[src/rtl/rv_pkg.sv]
`default_nettype none
// ============================================================================
// Module      : rv_pkg
// Description : Shared RISC-V front-end definitions. Provides the machine word
//               width, the canonical NOP encoding and the fetch entry record
//               passed from the fetch unit to decode.
// Revision    : 1.0 - initial release
// ============================================================================
package rv_pkg;

    localparam int          c_xlen      = 32;
    localparam logic [31:0] c_nop_instr = 32'h0000_0013;   // addi x0,x0,0

    typedef struct packed {
        logic [c_xlen-1:0] pc;
        logic [31:0]       instr;
        logic              err;
    } fetch_entry_t;

    localparam int c_entry_w = $bits(fetch_entry_t);

endpackage : rv_pkg
`default_nettype wire

[src/rtl/fetch_fifo.sv]
`default_nettype none
// ============================================================================
// Module      : fetch_fifo
// Description : Circular FIFO of fetch entries with occupancy count and
//               synchronous clear. The write side is trusted never to push
//               into a full FIFO unless the same cycle also pops.
// Ports       : clk, rst_n        - clock, synchronous active-low reset
//               i_clear           - drop all entries (wins over push/pop)
//               i_push / i_wdata  - write one entry at the tail
//               i_pop             - remove the head entry (only when valid)
//               o_valid / o_rdata - head entry present / head entry
//               o_count           - number of stored entries
// Revision    : 1.0 - initial release
// ============================================================================
module fetch_fifo
    import rv_pkg::*;
#(
    parameter int DEPTH = 2
) (
    input  logic                      clk,
    input  logic                      rst_n,
    input  logic                      i_clear,
    input  logic                      i_push,
    input  logic [c_entry_w-1:0]      i_wdata,
    input  logic                      i_pop,
    output logic                      o_valid,
    output logic [c_entry_w-1:0]      o_rdata,
    output logic [$clog2(DEPTH):0]    o_count
);

    localparam int c_aw = $clog2(DEPTH);
    localparam int c_cw = c_aw + 1;

    logic [c_entry_w-1:0] r_mem [DEPTH];
    logic [c_aw-1:0]      r_wr_ptr;
    logic [c_aw-1:0]      r_rd_ptr;
    logic [c_cw-1:0]      r_count;

    // Storage carries no reset: the head is only observed while count != 0.
    always_ff @(posedge clk) begin
        if (i_push) begin
            r_mem[r_wr_ptr] <= i_wdata;
        end
    end

    always_ff @(posedge clk) begin
        if (!rst_n || i_clear) begin
            r_wr_ptr <= '0;
            r_rd_ptr <= '0;
            r_count  <= '0;
        end else begin
            if (i_push) begin
                r_wr_ptr <= r_wr_ptr + 1'b1;
            end
            if (i_pop) begin
                r_rd_ptr <= r_rd_ptr + 1'b1;
            end
            case ({i_push, i_pop})
                2'b10:   r_count <= r_count + 1'b1;
                2'b01:   r_count <= r_count - 1'b1;
                default: r_count <= r_count;
            endcase
        end
    end

    assign o_valid = (r_count != '0);
    assign o_rdata = r_mem[r_rd_ptr];
    assign o_count = r_count;

endmodule : fetch_fifo
`default_nettype wire

[src/rtl/ifetch_unit.sv]
`default_nettype none
// ============================================================================
// Module      : ifetch_unit
// Description : Instruction fetch unit. Accepts byte fetch addresses from the
//               PC stage, reads a one-cycle-latency instruction ROM and queues
//               {pc, instr, err} entries for decode. Misaligned or
//               out-of-range fetches skip the ROM and return a NOP with err.
//               A flush discards every queued and in-flight fetch.
// Ports       : clk, rst_n                 - clock, synchronous active-low reset
//               req_valid/req_pc/req_ready - fetch address handshake
//               flush                      - redirect, discard all fetches
//               mem_en/mem_addr/mem_rdata  - synchronous ROM port
//               rsp_valid/rsp_pc/rsp_instr/rsp_err/rsp_ready - decode side
// Revision    : 1.0 - initial release
// ============================================================================
module ifetch_unit
    import rv_pkg::*;
#(
    parameter int          IMEM_AW    = 10,
    parameter int          FIFO_DEPTH = 2,
    parameter logic [31:0] NOP_INSTR  = c_nop_instr
) (
    input  logic               clk,
    input  logic               rst_n,
    input  logic               req_valid,
    input  logic [31:0]        req_pc,
    output logic               req_ready,
    input  logic               flush,
    output logic               mem_en,
    output logic [IMEM_AW-1:0] mem_addr,
    input  logic [31:0]        mem_rdata,
    output logic               rsp_valid,
    output logic [31:0]        rsp_pc,
    output logic [31:0]        rsp_instr,
    output logic               rsp_err,
    input  logic               rsp_ready
);

    localparam int               c_cw    = $clog2(FIFO_DEPTH) + 1;
    localparam logic [c_cw:0]    c_depth = (c_cw + 1)'(FIFO_DEPTH);

    logic               w_err;
    logic               w_accept;
    logic               w_pop;
    logic [c_cw-1:0]    w_count;
    logic [c_cw:0]      w_occ;
    fetch_entry_t       w_push_entry;
    fetch_entry_t       w_head;

    logic               r_inf_valid;
    logic [31:0]        r_inf_pc;
    logic               r_inf_err;

    // Error: low two bits set, or any address bit above the ROM range set.
    assign w_err = (req_pc[1:0] != 2'b00) || (req_pc[31:IMEM_AW+2] != '0);

    // Credit counts the in-flight slot as occupied so the ROM response always
    // has a FIFO entry waiting for it; a same-cycle pop frees one slot.
    assign w_occ = {1'b0, w_count}
                 + {{c_cw{1'b0}}, r_inf_valid}
                 - {{c_cw{1'b0}}, w_pop};
    assign req_ready = !flush && rst_n && (w_occ < c_depth);

    assign w_accept = req_valid && req_ready;
    assign mem_en   = w_accept && !w_err;
    assign mem_addr = req_pc[IMEM_AW+1:2];

    assign w_pop = rsp_valid && rsp_ready;

    always_ff @(posedge clk) begin
        if (!rst_n || flush) begin
            r_inf_valid <= 1'b0;
            r_inf_pc    <= '0;
            r_inf_err   <= 1'b0;
        end else begin
            r_inf_valid <= w_accept;
            if (w_accept) begin
                r_inf_pc  <= req_pc;
                r_inf_err <= w_err;
            end
        end
    end

    // ROM data is captured straight into the FIFO, so decode never sees a
    // combinational path from mem_rdata.
    assign w_push_entry.pc    = r_inf_pc;
    assign w_push_entry.instr = r_inf_err ? NOP_INSTR : mem_rdata;
    assign w_push_entry.err   = r_inf_err;

    fetch_fifo #(
        .DEPTH (FIFO_DEPTH)
    ) u_fifo (
        .clk     (clk),
        .rst_n   (rst_n),
        .i_clear (flush),
        .i_push  (r_inf_valid),
        .i_wdata (w_push_entry),
        .i_pop   (w_pop),
        .o_valid (rsp_valid),
        .o_rdata (w_head),
        .o_count (w_count)
    );

    // Payload is forced to zero whenever the FIFO is empty.
    assign rsp_pc    = rsp_valid ? w_head.pc    : 32'h0;
    assign rsp_instr = rsp_valid ? w_head.instr : 32'h0;
    assign rsp_err   = rsp_valid && w_head.err;

endmodule : ifetch_unit
`default_nettype wire

[config.mk]
export PLATFORM = sky130hd
export DESIGN_NAME = ifetch_unit
export DESIGN_NICKNAME = d
export VERILOG_FILES = /design/src/rtl/rv_pkg.sv /design/src/rtl/fetch_fifo.sv /design/src/rtl/ifetch_unit.sv
export SDC_FILE = /design/constraint.sdc
export NUM_CORES = 1
export LEC_CHECK = 0
export ABC_CLOCK_PERIOD_IN_PS = 3900
export CELL_PAD_IN_SITES_DETAIL_PLACEMENT = 1
export CELL_PAD_IN_SITES_GLOBAL_PLACEMENT = 2
export CORE_UTILIZATION = 30
export CTS_CLUSTER_SIZE = 8
export DETAILED_ROUTE_END_ITERATION = 6
export PLACE_DENSITY_LB_ADDON = 0.1
export SYNTH_ARGS = -nofsm -noshare
export SYNTH_HDL_FRONTEND = slang
export SYNTH_SLANG_ARGS = --single-unit
[constraint.sdc]
create_clock -name clk -period 3.9 [get_ports clk]
set_input_delay 0.975 -clock clk [delete_from_list [all_inputs] [get_ports clk]]
set_output_delay 0.975 -clock clk [all_outputs]
set_load 0.005 [all_outputs]
; ---- Word level (Yosys, flattened, before mapping)
; Memory sizes are Yosys's and may differ from the RTL's. A register that Yosys moved wholly into a read port is not among the register bits.
; Cells that the tools add are included.
; Widths: inputs -> output; s select.
[op_classes]
add_sub_neg = 6
n_mul = 0
n_div = 0
order_cmp = 1
n_eq_ne = 2
shift = 0
n_mux = 8
bitwise_logic = 0
n_reduce_logical = 15
[op_table]
columns = op, count
row1 = $mux 32, 3
row2 = $reduce_bool 20->1, 1
row3 = $logic_and 1x1->1, 6
row4 = $reduce_bool 2->1, 3
row5 = $mux 1, 4
row6 = $pmux 2 s2, 1
row7 = $add 2x1->3, 1
row8 = $logic_not 1->1, 3
row9 = $lt 3x2->1 const B, 1
row10 = $sub 3x1->3, 1
row11 = $add 1x1->1 const B, 2
row12 = $add 2x1->2 const B, 1
row13 = $eq 2x1->1 const B, 1
row14 = $eq 2x2->1 const B, 1
row15 = $logic_or 1x1->1, 2
row16 = $sub 2x1->2 const B, 1
[word_totals]
register_bits = 38
latch_bits = 0
ramBits = 130
rom_bits = 0
inputBits = 69
out_inout_bits = 78
elab_cells = 39
n_memories = 1
[memory_table]
columns = name, depth, word_bits, rd, rd_ports_with_merged_regs, write_ports, line
row1 = u_fifo.r_mem, 2, 65, 1, 1, 1, fetch_fifo.sv:34  ; logic [c_entry_w-1:0] r_mem [DEPTH];

; ---- Longest topological paths before layout
[depth]
word_depth = 7
depth_mapped = 10
mapped_depth_nobuf = 9

; ---- By module
; From an unflattened synthesis, not the netlist that was laid out.
[unflattened]
cells_unflattened = 502
area_unflattened_um2 = 6919.1
[modules_own_cells]
columns = mod, n_inst, cells_per_inst, area_per_inst_um2, seq_area_each_um2
row1 = fetch_fifo, 1, 224, 4888.4, 4003.8
row2 = ifetch_unit, 1, 278, 2030.7, 680.7

; ---- Worst setup path after synthesis
; No wires, ideal clock.
[synth_path]
path_kind = register -> register
start = register r_inf_valid
end = memory u_fifo.r_mem[0][0] in the netlist's numbering (enable)
setup_ns = 0.496
arrival_ns = 3.443
required_time_ns = 3.404
slack_ns = -0.039
stages_incl_launch_ff = 3
path_buffers = 1
period_less_slack_ns = 3.939
cell_sequence = dfxtp_1 > clkbuf_1 > nor2b_1
[synth_between]
elab_chain_len = 2
[synth_rtl]
columns = item, line
row1 = "start, declared", ifetch_unit.sv:50  ; logic r_inf_valid;
row2 = "start signal, assigned", ifetch_unit.sv:76  ; r_inf_valid <= w_accept;
row3 = $mux 1, fetch_fifo.sv:41  ; if (i_push) begin
row4 = $mux 1 (implied by the code), fetch_fifo.sv:42  ; r_mem[r_wr_ptr] <= i_wdata;
row5 = "end, declared", fetch_fifo.sv:34
; Every way passes these cells.

; ---- Worst setup path after layout
[layout_path]
start = input port rsp_ready
end = output port req_ready
[layout_between]
elab_chain_len = 4
[layout_rtl]
columns = item, line
row1 = "start, declared", ifetch_unit.sv:36  ; input logic rsp_ready
row2 = $logic_and 1x1->1, ifetch_unit.sv:68  ; assign w_pop = rsp_valid && rsp_ready;
row3 = $sub 3x1->3, ifetch_unit.sv:61  ; - {{c_cw{1'b0}}, w_pop};
row4 = $lt 3x2->1, ifetch_unit.sv:62  ; assign req_ready = !flush && rst_n && (w_occ < c_depth);
row5 = $logic_and 1x1->1, ifetch_unit.sv:62
row6 = "end, declared", ifetch_unit.sv:27  ; output logic req_ready,
; Every way passes these cells.

==> impl_metrics.toml <==
[run_status]
status = "complete, but fails checks"
violations = "design-rule violations"

[logic_synthesis]
synthTopCellsByArea = "edfxtp_1, dfxtp_1, mux2i_1"
syn-num-nets = 575
synthesis.area_um2 = 6773
yosysSeqAreaShare_pct = 69.17
yosys.area.top_type = "edfxtp_1"
ys_ff_latch = 169
synth.top_cell.area_share_pct = 57.64
synth_area_per_cell_um2 = 13.41
synth_warnings = 0
synth_cells = 505
yosysUniqueCellTypes = 31

[detailed_routing]
antenna_left = 0
vias_per_cell = 4.529
wire_per_inst_um = 16.81
finalWirelength_um = 15800
drt_iter0_drc = 155
num_vias = 4257
drc = 11
first_pass_iters = 7

[global_routing]
grt_pass1_wl_um = 24410
overflow = 0
antenna_found_initial = 0
grt_pass1_vias = 4636
grt_max_degree = 66
track_usage_pct = 13.90

[clocking]
cts_tree = "done"
clkTransAtPathRegs_ns = 0.06
clock_sinks = 169
cts-root-buf = "clkbuf_16"
clockBufferDepth = 2
clk_latency_ns = 0.42
cts_max_level = 4
numCtsBuffers = 17
cts_hold_buf = 0

[timing]
worst_pin_slew_ns = 0.9577
slew-limit-headroom_pct = 36.02
timing.hold.ws_ns = 0.4531
hold_viol_final = 0
setup_viol = 0
max_freq_mhz = 264.5
rsz0062_at_grt = "false"
setup_tns_ns = 0
maxSlewViolCount = 0
fin_crit_sh_pct = 96.95
finClkSkew_ns = 0.008594
period_needed_ns = 3.781

[floorplanning]
initial_core_util_pct = 30.84
die_width_um = 152.3
row_count = 54
core_area_um2 = 21960
ios = 147
die_h_um = 152.3
die_area_um2 = 23180

[placed_design]
dp_cells = 906
hpwl_um = 9975
gp_congestion = 0.6962
port_buffers = 146

[job]
cap_violations = 0

[power]
cellPowerDensity_nw_per_um2 = 429.7
clockPowerShare_pct = 43.6
switching_share_pct = 20.75
leakage_uw = 0.002828
power_uw = 3927
ir_drop_mv = 0.2900
comb_power_share_pct = 6.1
p_int_uw = 3113
seq_power_share_pct = 50.3
switchingPower_uw = 814.9

[setup_path]
crit_type = "in2out"
crit_required_ns = 2.92
critPathArrivalTime_ns = 2.81
critPathMaxFanout = 3
start_kind = "primary input"
cp-end-kind = "primary output"

[layout]
mostFrequentLayoutCell = "clkdlybuf4s50_1"
final_cell_mix = "clkdlybuf4s50_1, edfxtp_1, nor2_1"
final_util_pct = 41.62
fill_cells = 2309
areaGrowthSynthToFinish_pct = 34.95
drive_gt1_share_pct = 13.18
final_nets = 717
n_antenna_cell = 0
final_cells = 940

[hold_path]
min_path_type = "reg2reg"
## kinds of logic after synthesis
logic type	synth area share, %
xor+xnor	0.7576
fa+ha+maj	0.2956
simple gates	12.45
buf+inv	3.842
mux	9.606
compound gates	3.879
flops	69.17
## final cells by class
type	instances	area [um^2]	area share (%)
clock buffers	22	516.7	5.654
clock inverters	10	102.6	1.123
inverters	3	16.27	0.1780
multi-input cells	295	1867	20.42
flip-flops and latches	169	4688	51.29
well taps	280	350.3	3.833
repair buffers	161	1599	17.49
## layer usage
layer | routed length (um) | GRT usage [%] | vias to the layer above
li1 | - | - | 2041
met1 | 6912 | 16.69 | 2096
met2 | 7879 | 24.27 | 107
met3 | 849 | 3.811 | 13
met4 | 157 | 4.082 | 0
met5 | 0 | 0 | -
## metrics by stage
| stage | setup slack, ns | area (um^2) |
|---|---|---|
| after floorplan | 0.5179 | 6775 |
| after global placement | -0.5365 | 8487 |
| after detailed placement | -0.5690 | 8487 |
| after CTS | 0.02377 | 9135 |
| after global routing | 0.01879 | 9140 |
| final | 0.1188 | 9140 |
## registers in the layout, indices dropped and copies added, names as in the netlist, named ones only
name	flops
u_fifo.r_wr_ptr	1
r_inf_valid	1
u_fifo.r_mem	130
r_inf_pc	32
r_inf_err	1
u_fifo.r_rd_ptr	1
u_fifo.o_count	2
## Yosys cell counts
master,n
a21oi_1,11
nand4_4,1
mux2i_1,65
and2b_2,1
and3_2,1
and2_1,1
nand4_1,1
a21oi_2,22
buf_6,5
buf_4,10
xor2_1,1
dfxtp_1,39
buf_1,1
nand3_1,1
or2_2,3
clkbuf_1,9
xnor2_2,1
nand2b_1,2
edfxtp_1,130
nand2_1,66
buf_8,1
nor2_1,73
o21ai_0,3
inv_6,1
inv_1,2
buf_2,12
xnor2_1,3
fa_1,1
nor2b_1,31
nor4_1,5
nor3_1,2
## worst paths after layout
| kind | start | endpoint | slack [ns] | cells after the start |
|---|---|---|---|---|
| worst max-delay path | rsp_ready | req_ready | 0.12 | 9 |
| worst min-delay path | r_inf_pc[9] | u_fifo.r_mem[0][42] | 0.45 | 0 |
| worst max register to register | u_fifo.o_count[0] | r_inf_pc[27] | 1.37 | 11 |
| worst min register to register | r_inf_pc[9] | u_fifo.r_mem[0][42] | 0.45 | 0 |
## what timing repair did
action | in CTS | in global routing
pin swaps | 1 | 1
buffers inserted | 2 | 0
endpoints found under the setup margin | 2 | 1
resized for setup | 7 | 3
## power groups by stage
stage / combinational [uW] / clock (uW) / sequential [uW]
after floorplan: 103 / 0 / 2010
after global placement: 238 / 0 / 2010
after detailed placement: 242 / 0 / 2020
after CTS: 244 / 1760 / 1980
after global routing: 259 / 1850 / 1980
final: 238 / 1710 / 1980
## worst max-delay path, stage by stage
cell	delay, ns
clkdlybuf4s15_2	0.22
nand2b_1	0.12
nor2_2	0.05
buf_4	0.13
fa_2	0.36
xnor2_2	0.16
buf_4	0.13
and3_2	0.17
clkdlybuf4s50_1	0.49
Note: power is estimated with default switching activity, not from simulation.
